===== config.mk =====
export PLATFORM = sky130hd
export DESIGN_NAME = dram_wr_router_flat
export DESIGN_NICKNAME = d
export VERILOG_FILES = /design/src/rtl/dram_wr_router_if.sv /design/src/rtl/dram_wr_router.sv /design/src/flat_wrapper.sv
export SDC_FILE = /design/constraint.sdc
export NUM_CORES = 1
export LEC_CHECK = 0
export ABC_AREA = 1
export ABC_CLOCK_PERIOD_IN_PS = 1900
export BUFFER_PORTS_ARGS = -buffer_cell sky130_fd_sc_hd__buf_2
export CAP_MARGIN = 40
export CORE_UTILIZATION = 47
export CTS_CLUSTER_SIZE = 14
export DETAILED_ROUTE_END_ITERATION = 10
export PLACE_DENSITY = 0.79
export SLEW_MARGIN = 40
export SYNTH_ARGS = -nofsm -noshare
export SYNTH_HDL_FRONTEND = slang
export SYNTH_SLANG_ARGS = --single-unit

===== constraint.sdc =====
create_clock -name clk -period 1.9 [get_ports clk]
set_input_delay 0.095 -clock clk [delete_from_list [all_inputs] [get_ports clk]]
set_output_delay 0.095 -clock clk [all_outputs]
set_load 0.005 [all_outputs]

===== src/rtl/dram_wr_router_if.sv =====
// Bundled client and RAM-side signals of the DRAM write router.
// slave: router side. master: the environment driving both clients and watching the RAM port.
interface dram_wr_router_if #(
  parameter int D_LEN      = 16,
  parameter int DA_AWIDTH  = 8,
  parameter int OFS_WIDTH  = 4,
  parameter int RAM_AWIDTH = 12
);
  // input-module client
  logic                  ipm_request;
  logic                  ipm_finish;
  logic                  ipm_wen;
  logic [DA_AWIDTH-1:0]  ipm_base;
  logic [OFS_WIDTH-1:0]  ipm_offset;
  logic [D_LEN-1:0]      ipm_din;
  logic                  ipm_enable;
  // layer-compute-module client
  logic                  lcm_request;
  logic                  lcm_finish;
  logic                  lcm_wen;
  logic [DA_AWIDTH-1:0]  lcm_base;
  logic [OFS_WIDTH-1:0]  lcm_offset;
  logic [D_LEN-1:0]      lcm_din;
  logic                  lcm_enable;
  // data RAM write port and status
  logic                  ram_wen;
  logic [RAM_AWIDTH-1:0] ram_waddr;
  logic [D_LEN-1:0]      ram_din;
  logic                  busy;
  logic                  timeout_err;

  modport slave (
    input  ipm_request, ipm_finish, ipm_wen, ipm_base, ipm_offset, ipm_din,
    input  lcm_request, lcm_finish, lcm_wen, lcm_base, lcm_offset, lcm_din,
    output ipm_enable, lcm_enable,
    output ram_wen, ram_waddr, ram_din, busy, timeout_err
  );

  modport master (
    output ipm_request, ipm_finish, ipm_wen, ipm_base, ipm_offset, ipm_din,
    output lcm_request, lcm_finish, lcm_wen, lcm_base, lcm_offset, lcm_din,
    input  ipm_enable, lcm_enable,
    input  ram_wen, ram_waddr, ram_din, busy, timeout_err
  );
endinterface


===== src/rtl/dram_wr_router.sv =====
// Arbitrates the data-RAM write port between the input module (ipm, higher
// priority) and the layer compute module (lcm). A granted client writes at
// base*CELL_N + offset; a watchdog revokes a grant that stays silent too long.
module dram_wr_router #(
  parameter int D_LEN      = 16,
  parameter int DA_AWIDTH  = 8,
  parameter int OFS_WIDTH  = 4,
  parameter int CELL_N     = 16,
  parameter int RAM_AWIDTH = 12,
  parameter int TIMEOUT    = 2_000_000
) (
  input  logic             clk,
  input  logic             rst_n,
  dram_wr_router_if.slave  bus
);

  localparam int WD_W = $clog2(TIMEOUT + 1);
  localparam logic [WD_W-1:0] WD_MAX = WD_W'(TIMEOUT);

  typedef enum logic [1:0] {
    IDLE,
    GRANT_IPM,
    GRANT_LCM,
    RELEASE
  } state_t;

  state_t               state;
  logic [WD_W-1:0]      wd_cnt;

  logic                 g_wen;
  logic                 g_finish;
  logic [DA_AWIDTH-1:0] g_base;
  logic [OFS_WIDTH-1:0] g_offset;
  logic [D_LEN-1:0]     g_din;
  logic [31:0]          addr_full;
  logic                 wd_expire;

  // Select the granted client's strobe, finish and write data; a non-granted client is invisible.
  always_comb begin
    g_wen    = 1'b0;
    g_finish = 1'b0;
    g_base   = '0;
    g_offset = '0;
    g_din    = '0;
    case (state)
      GRANT_IPM: begin
        g_wen    = bus.ipm_wen;
        g_finish = bus.ipm_finish;
        g_base   = bus.ipm_base;
        g_offset = bus.ipm_offset;
        g_din    = bus.ipm_din;
      end
      GRANT_LCM: begin
        g_wen    = bus.lcm_wen;
        g_finish = bus.lcm_finish;
        g_base   = bus.lcm_base;
        g_offset = bus.lcm_offset;
        g_din    = bus.lcm_din;
      end
      default: ;
    endcase
    // Wide intermediate; truncation to RAM_AWIDTH gives the intended wrap.
    addr_full = 32'(g_base) * 32'(CELL_N) + 32'(g_offset);
    wd_expire = !g_wen && (wd_cnt == WD_MAX);
  end

  // Arbitration FSM with registered grants, RAM write port and watchdog.
  always_ff @(posedge clk or negedge rst_n) begin
    if (!rst_n) begin
      state           <= IDLE;
      wd_cnt          <= '0;
      bus.ipm_enable  <= 1'b0;
      bus.lcm_enable  <= 1'b0;
      bus.ram_wen     <= 1'b0;
      bus.ram_waddr   <= '0;
      bus.ram_din     <= '0;
      bus.busy        <= 1'b0;
      bus.timeout_err <= 1'b0;
    end else begin
      bus.ram_wen <= 1'b0;
      case (state)
        IDLE: begin
          if (bus.ipm_request) begin
            state           <= GRANT_IPM;
            bus.ipm_enable  <= 1'b1;
            bus.busy        <= 1'b1;
            bus.timeout_err <= 1'b0;
            wd_cnt          <= '0;
          end else if (bus.lcm_request) begin
            state           <= GRANT_LCM;
            bus.lcm_enable  <= 1'b1;
            bus.busy        <= 1'b1;
            bus.timeout_err <= 1'b0;
            wd_cnt          <= '0;
          end
        end
        GRANT_IPM, GRANT_LCM: begin
          if (g_wen) begin
            bus.ram_wen   <= 1'b1;
            bus.ram_waddr <= addr_full[RAM_AWIDTH-1:0];
            bus.ram_din   <= g_din;
            wd_cnt        <= '0;
          end else if (!wd_expire) begin
            wd_cnt <= wd_cnt + WD_W'(1);
          end
          // A strobe coinciding with finish has already been captured above.
          if (g_finish || wd_expire) begin
            state          <= RELEASE;
            bus.ipm_enable <= 1'b0;
            bus.lcm_enable <= 1'b0;
            bus.busy       <= 1'b0;
            if (wd_expire) bus.timeout_err <= 1'b1;
          end
        end
        RELEASE: state <= IDLE;
        default: state <= IDLE;
      endcase
    end
  end

endmodule


===== src/flat_wrapper.sv =====
// flat-port wrapper written by rule: the top's interface ports become plain ports
module dram_wr_router_flat 
#(
  parameter int D_LEN      = 16,
  parameter int DA_AWIDTH  = 8,
  parameter int OFS_WIDTH  = 4,
  parameter int CELL_N     = 16,
  parameter int RAM_AWIDTH = 12,
  parameter int TIMEOUT    = 2_000_000
)
  (clk, rst_n, bus_ipm_request, bus_ipm_finish, bus_ipm_wen, bus_ipm_base, bus_ipm_offset, bus_ipm_din, bus_lcm_request, bus_lcm_finish, bus_lcm_wen, bus_lcm_base, bus_lcm_offset, bus_lcm_din, bus_ipm_enable, bus_lcm_enable, bus_ram_wen, bus_ram_waddr, bus_ram_din, bus_busy, bus_timeout_err);
  dram_wr_router_if #(.D_LEN(D_LEN), .DA_AWIDTH(DA_AWIDTH), .OFS_WIDTH(OFS_WIDTH), .RAM_AWIDTH(RAM_AWIDTH)) bus_i ();
  input  logic clk;
  input  logic rst_n;
  input wire logic [$bits(bus_i.ipm_request)-1:0] bus_ipm_request;
  input wire logic [$bits(bus_i.ipm_finish)-1:0] bus_ipm_finish;
  input wire logic [$bits(bus_i.ipm_wen)-1:0] bus_ipm_wen;
  input wire logic [$bits(bus_i.ipm_base)-1:0] bus_ipm_base;
  input wire logic [$bits(bus_i.ipm_offset)-1:0] bus_ipm_offset;
  input wire logic [$bits(bus_i.ipm_din)-1:0] bus_ipm_din;
  input wire logic [$bits(bus_i.lcm_request)-1:0] bus_lcm_request;
  input wire logic [$bits(bus_i.lcm_finish)-1:0] bus_lcm_finish;
  input wire logic [$bits(bus_i.lcm_wen)-1:0] bus_lcm_wen;
  input wire logic [$bits(bus_i.lcm_base)-1:0] bus_lcm_base;
  input wire logic [$bits(bus_i.lcm_offset)-1:0] bus_lcm_offset;
  input wire logic [$bits(bus_i.lcm_din)-1:0] bus_lcm_din;
  output wire logic [$bits(bus_i.ipm_enable)-1:0] bus_ipm_enable;
  output wire logic [$bits(bus_i.lcm_enable)-1:0] bus_lcm_enable;
  output wire logic [$bits(bus_i.ram_wen)-1:0] bus_ram_wen;
  output wire logic [$bits(bus_i.ram_waddr)-1:0] bus_ram_waddr;
  output wire logic [$bits(bus_i.ram_din)-1:0] bus_ram_din;
  output wire logic [$bits(bus_i.busy)-1:0] bus_busy;
  output wire logic [$bits(bus_i.timeout_err)-1:0] bus_timeout_err;
  assign bus_i.ipm_request = bus_ipm_request;
  assign bus_i.ipm_finish = bus_ipm_finish;
  assign bus_i.ipm_wen = bus_ipm_wen;
  assign bus_i.ipm_base = bus_ipm_base;
  assign bus_i.ipm_offset = bus_ipm_offset;
  assign bus_i.ipm_din = bus_ipm_din;
  assign bus_i.lcm_request = bus_lcm_request;
  assign bus_i.lcm_finish = bus_lcm_finish;
  assign bus_i.lcm_wen = bus_lcm_wen;
  assign bus_i.lcm_base = bus_lcm_base;
  assign bus_i.lcm_offset = bus_lcm_offset;
  assign bus_i.lcm_din = bus_lcm_din;
  assign bus_ipm_enable = bus_i.ipm_enable;
  assign bus_lcm_enable = bus_i.lcm_enable;
  assign bus_ram_wen = bus_i.ram_wen;
  assign bus_ram_waddr = bus_i.ram_waddr;
  assign bus_ram_din = bus_i.ram_din;
  assign bus_busy = bus_i.busy;
  assign bus_timeout_err = bus_i.timeout_err;
  dram_wr_router #(.D_LEN(D_LEN), .DA_AWIDTH(DA_AWIDTH), .OFS_WIDTH(OFS_WIDTH), .CELL_N(CELL_N), .RAM_AWIDTH(RAM_AWIDTH), .TIMEOUT(TIMEOUT)) u_core (.clk(clk), .rst_n(rst_n), .bus(bus_i));
endmodule

==> reports/summary.md <==
The flow ran to the end, and the final reports show no timing, DRC or antenna violations. The routed via count was 3,505. The worst setup skew after layout was 0.005920 ns. The area share of xor/xnor cells in the synthesized design came out at 0.01044.

Share of the core filled with cells: 0.6147. Using the TritonRoute via totals, the vias-per-cell ratio works out to 5.263. The initial antenna violation count is 0. Pin placement for this block handled 97 I/O pins. The required time of the critical path was 2.14 ns; the fraction of synthesized area in multiplexers was 0.

The count of buffers added on input and output ports is 96. The tool flagged a number of max-cap violations equal to 0. After detailed routing, the average wire length per cell comes to 13.71 um.

Final worst setup slack: 0.07653 ns. Clock latency on the worst-skew pair, taken at its later pin, is 0.32 ns. For the final routed database, the setup TNS stands at 0 ns. Worst slew margin relative to its limit: 0.5871. After detailed routing, the number of remaining DRC violations is 0. The number of cells on the worst reg-to-reg path is 11.

The final worst hold slack is 0.008261 ns. The clock period could shrink to 1.823 ns. By area, the combinational part of the netlist is dominated by simple AND/OR/NAND/NOR gates.

The complex-gate fraction of the synthesized area is 0.09616. Entering global routing, the biggest net connects 62 pins. The tree is rooted in a sky130_fd_sc_hd__clkbuf_8.

The repair_antennas step left the layout with diodes totalling 0. TritonCTS created 5 clock buffers. The H-tree was split into 2 levels. For the starting density of the core, the log shows 0.4914. The final period utilization was 0.9597; the number of hold violations in the final report was 0.

The number of nets produced by synthesis is 531, and the clock transition time at the flip-flop clock pins of the worst setup and hold paths is 0.11 ns. After the last flow step, the layout net total stands at 640. Measured along the y axis, the die boundary spans 86.52 um. STA classifies the critical path endpoint as a flip-flop.

The tightest min-delay check is of the in -> reg type. The tools report the peak supply drop as 807.4 uV. The worst-margin pin slew came out at 0.6194 ns.

The count of final max-slew check failures was 0; the worst setup slack before clock tree synthesis was -0.03081 ns. The tools report the leakage power as 1.932 nW. Type of the setup path with the least slack: reg -> reg. The number of buffers on the longest clock path came out at 2. The fraction of final layout cells with drive strength greater than 1 came out at 0.2772. The tools report the remaining global-route overflow as 0. Row count: 30. Once detail routing completed, the nets flagged for antenna violations numbered 0.

The floorplan core area was 6832 um2. The commonest non-fill, non-tap cell in the layout is sky130_fd_sc_hd__nand2_1. The final setup violation count was 0; the global-route wire length before repair was 14.67 mm.

After legalization and detailed placement, the total HPWL measured 6.403 mm. The worst hold path passes through 3 cells. In this run the power density over the cells is 1285 nW/um2. The post-synthesis adder-cell area fraction was 0.02609.

The clock net in this run drives a total of 56 sinks. In this run the worst path has a maximum fanout of 6. The cell area that synthesis handed to floorplanning was 3357 um2. The routability-driven placement congestion ratio came out at 0.9637. For the number of library cell types mapped by synthesis, the log shows 35. Mean cell area of the mapped netlist: 7.298 um2.

The completed layout was analyzed and its total power is 5.395 mW. For the sum of routed wire length over all layers, the log shows 9.130 mm. The flip-flop and latch count after synthesis is 56, and the number of global-route vias before repair is 3,112.

The library cells used most frequently in the layout, excluding fill and tap cells, are sky130_fd_sc_hd__nand2_1, sky130_fd_sc_hd__buf_2, sky130_fd_sc_hd__nor2_1. The area share of and/or/nand/nor cells after synthesis came out at 0.3798. The die width works out to 86.52 um. The die covers 7485 um2. The number of search-and-repair iterations in the first detailed-routing pass is 5, and the signal arrival time at the worst endpoint is 2.06 ns. TritonCTS built the clock tree. The portion of the post-synthesis area used by sequential elements is 0.4174, and the peak clock frequency supported by timing is 548.4 MHz.

The tools report the sort of element at the start of the critical path as a flip-flop. The total routing usage reported by global routing was 0.2469; the number of synthesis warnings was 0. In this run, the number of DRC markers left after iteration 0 of detailed routing was 237. After technology mapping, the gate count stands at 460. Compared with the post-synthesis result, the final layout area differs by 25.08%.
-- layer usage --
metal | part of all wire | track usage | routed length [um] | vias up
met4 | 0.012 | 0.04394 | 108 | 0
met3 | 0.069 | 0.03524 | 630 | 14
met1 | 0.43 | 0.3429 | 3965 | 1619
met2 | 0.48 | 0.4163 | 4425 | 153
met5 | 0 | 0 | 0 | -
li1 | - | - | - | 1719
-- synthesized netlist by cell type --
library cell / instances / area [um2]
sky130_fd_sc_hd__nor3_2: 1 / 10.01
sky130_fd_sc_hd__buf_2: 10 / 50.05
sky130_fd_sc_hd__nand3_1: 24 / 120.1
sky130_fd_sc_hd__inv_2: 4 / 15.01
sky130_fd_sc_hd__nand3_4: 1 / 17.52
sky130_fd_sc_hd__ha_1: 7 / 87.58
sky130_fd_sc_hd__a221oi_1: 1 / 8.760
sky130_fd_sc_hd__nor3_1: 5 / 25.02
sky130_fd_sc_hd__clkbuf_1: 3 / 11.26
sky130_fd_sc_hd__xor2_1: 4 / 35.03
sky130_fd_sc_hd__nand2_1: 162 / 608.1
sky130_fd_sc_hd__o21ai_2: 5 / 43.79
sky130_fd_sc_hd__a21o_1: 1 / 7.510
sky130_fd_sc_hd__nand3b_1: 1 / 7.510
sky130_fd_sc_hd__inv_1: 26 / 97.59
sky130_fd_sc_hd__nor2_8: 1 / 20.02
sky130_fd_sc_hd__dfrtp_1: 56 / 1401
sky130_fd_sc_hd__o21ai_0: 7 / 35.03
sky130_fd_sc_hd__buf_1: 4 / 15.01
sky130_fd_sc_hd__inv_6: 1 / 8.760
sky130_fd_sc_hd__nor2_1: 64 / 240.2
sky130_fd_sc_hd__nor3b_1: 1 / 7.510
sky130_fd_sc_hd__and3_1: 1 / 6.260
sky130_fd_sc_hd__buf_8: 1 / 15.01
sky130_fd_sc_hd__a21oi_1: 1 / 5.000
sky130_fd_sc_hd__o21bai_1: 1 / 7.510
sky130_fd_sc_hd__nand2_2: 3 / 18.77
sky130_fd_sc_hd__nand4_1: 18 / 112.6
sky130_fd_sc_hd__nand2_8: 1 / 20.02
sky130_fd_sc_hd__a31oi_1: 28 / 175.2
sky130_fd_sc_hd__nand3_2: 2 / 20.02
sky130_fd_sc_hd__o21ai_1: 8 / 40.04
sky130_fd_sc_hd__nor2_4: 2 / 22.52
sky130_fd_sc_hd__nor2_2: 3 / 18.77
sky130_fd_sc_hd__buf_6: 2 / 22.52
-- where the power goes --
part	internal [mW]	switching, mW	leakage [nW]
clock	0.272	0.437	0.0463
combinational	1.11	1.74	1.18
sequential	1.60	0.235	0.704
-- cell families after synthesis --
group,after synthesis
simple gates,290
flops,56
compound gates,52
buf+inv,51
fa+ha+maj,7
xor+xnor,4
-- worst max-delay path, stage by stage, from the launching register on --
cell and delay, ns:
sky130_fd_sc_hd__dfrtp_1 0.43, sky130_fd_sc_hd__inv_1 0.12, sky130_fd_sc_hd__ha_2 0.21, sky130_fd_sc_hd__nand2_1 0.07
sky130_fd_sc_hd__nand2_2 0.10, sky130_fd_sc_hd__nand2_2 0.08, sky130_fd_sc_hd__inv_4 0.10, sky130_fd_sc_hd__nor2_4 0.05
sky130_fd_sc_hd__nand3_4 0.12, sky130_fd_sc_hd__nand2_8 0.10, sky130_fd_sc_hd__buf_4 0.17, sky130_fd_sc_hd__o21ai_0 0.19
-- state kept, by name, indices dropped and copies added, names as in the netlist --
name / cells
u_core.bus.ipm_enable: 1
u_core.bus.ram_waddr: 12
u_core.bus.lcm_enable: 1
u_core.state: 2
u_core.bus.busy: 1
u_core.bus.timeout_err: 1
u_core.bus.ram_wen: 1
u_core.wd_cnt: 21
u_core.bus.ram_din: 16
-- cell type report --
cell class / count / area (um2)
Fill cell: 623 / 2633
Timing Repair Buffer: 119 / 670.6
Multi-Input combinational cell: 355 / 1770
Clock buffer: 5 / 68.82
Inverter: 31 / 131.4
Timing Repair inverter: 1 / 8.758
Tap cell: 96 / 120.1
Sequential cell: 56 / 1401
Clock inverter: 3 / 27.53
-- through the flow --
| stage | std cells | cell area [um2] |
|---|---|---|
| after floorplan | 460 | 3357 |
| after global placement | 642 | 3931 |
| after detailed placement | 642 | 3931 |
| after CTS | 652 | 4055 |
| after global routing | 666 | 4199 |
| final | 666 | 4199 |
-- path summary, 6_finish.rpt --
path,startpoint,end,slack (ns)
min,bus_ipm_din[9],u_core.bus.ram_din[9],0.008
max,u_core.state[0],u_core.wd_cnt[9],0.08
min in group asynchronous,rst_n,u_core.wd_cnt[10],0.32
max in group asynchronous,rst_n,u_core.bus.ram_din[10],0.93
max reg2reg,u_core.state[0],u_core.wd_cnt[9],0.08
min reg2reg,u_core.bus.busy,u_core.bus.busy,0.50
-- what timing repair did --
action                                  4_1_cts  5_1_grt
hold endpoints to repair                     26        0
resized for setup                             2       10
hold buffers                                  2        0
endpoints found under the setup margin        1       21
buffers inserted                              0       11
pin swaps                                     0        1
cloned                                        0        3
Power figures use the tool's default switching activity.
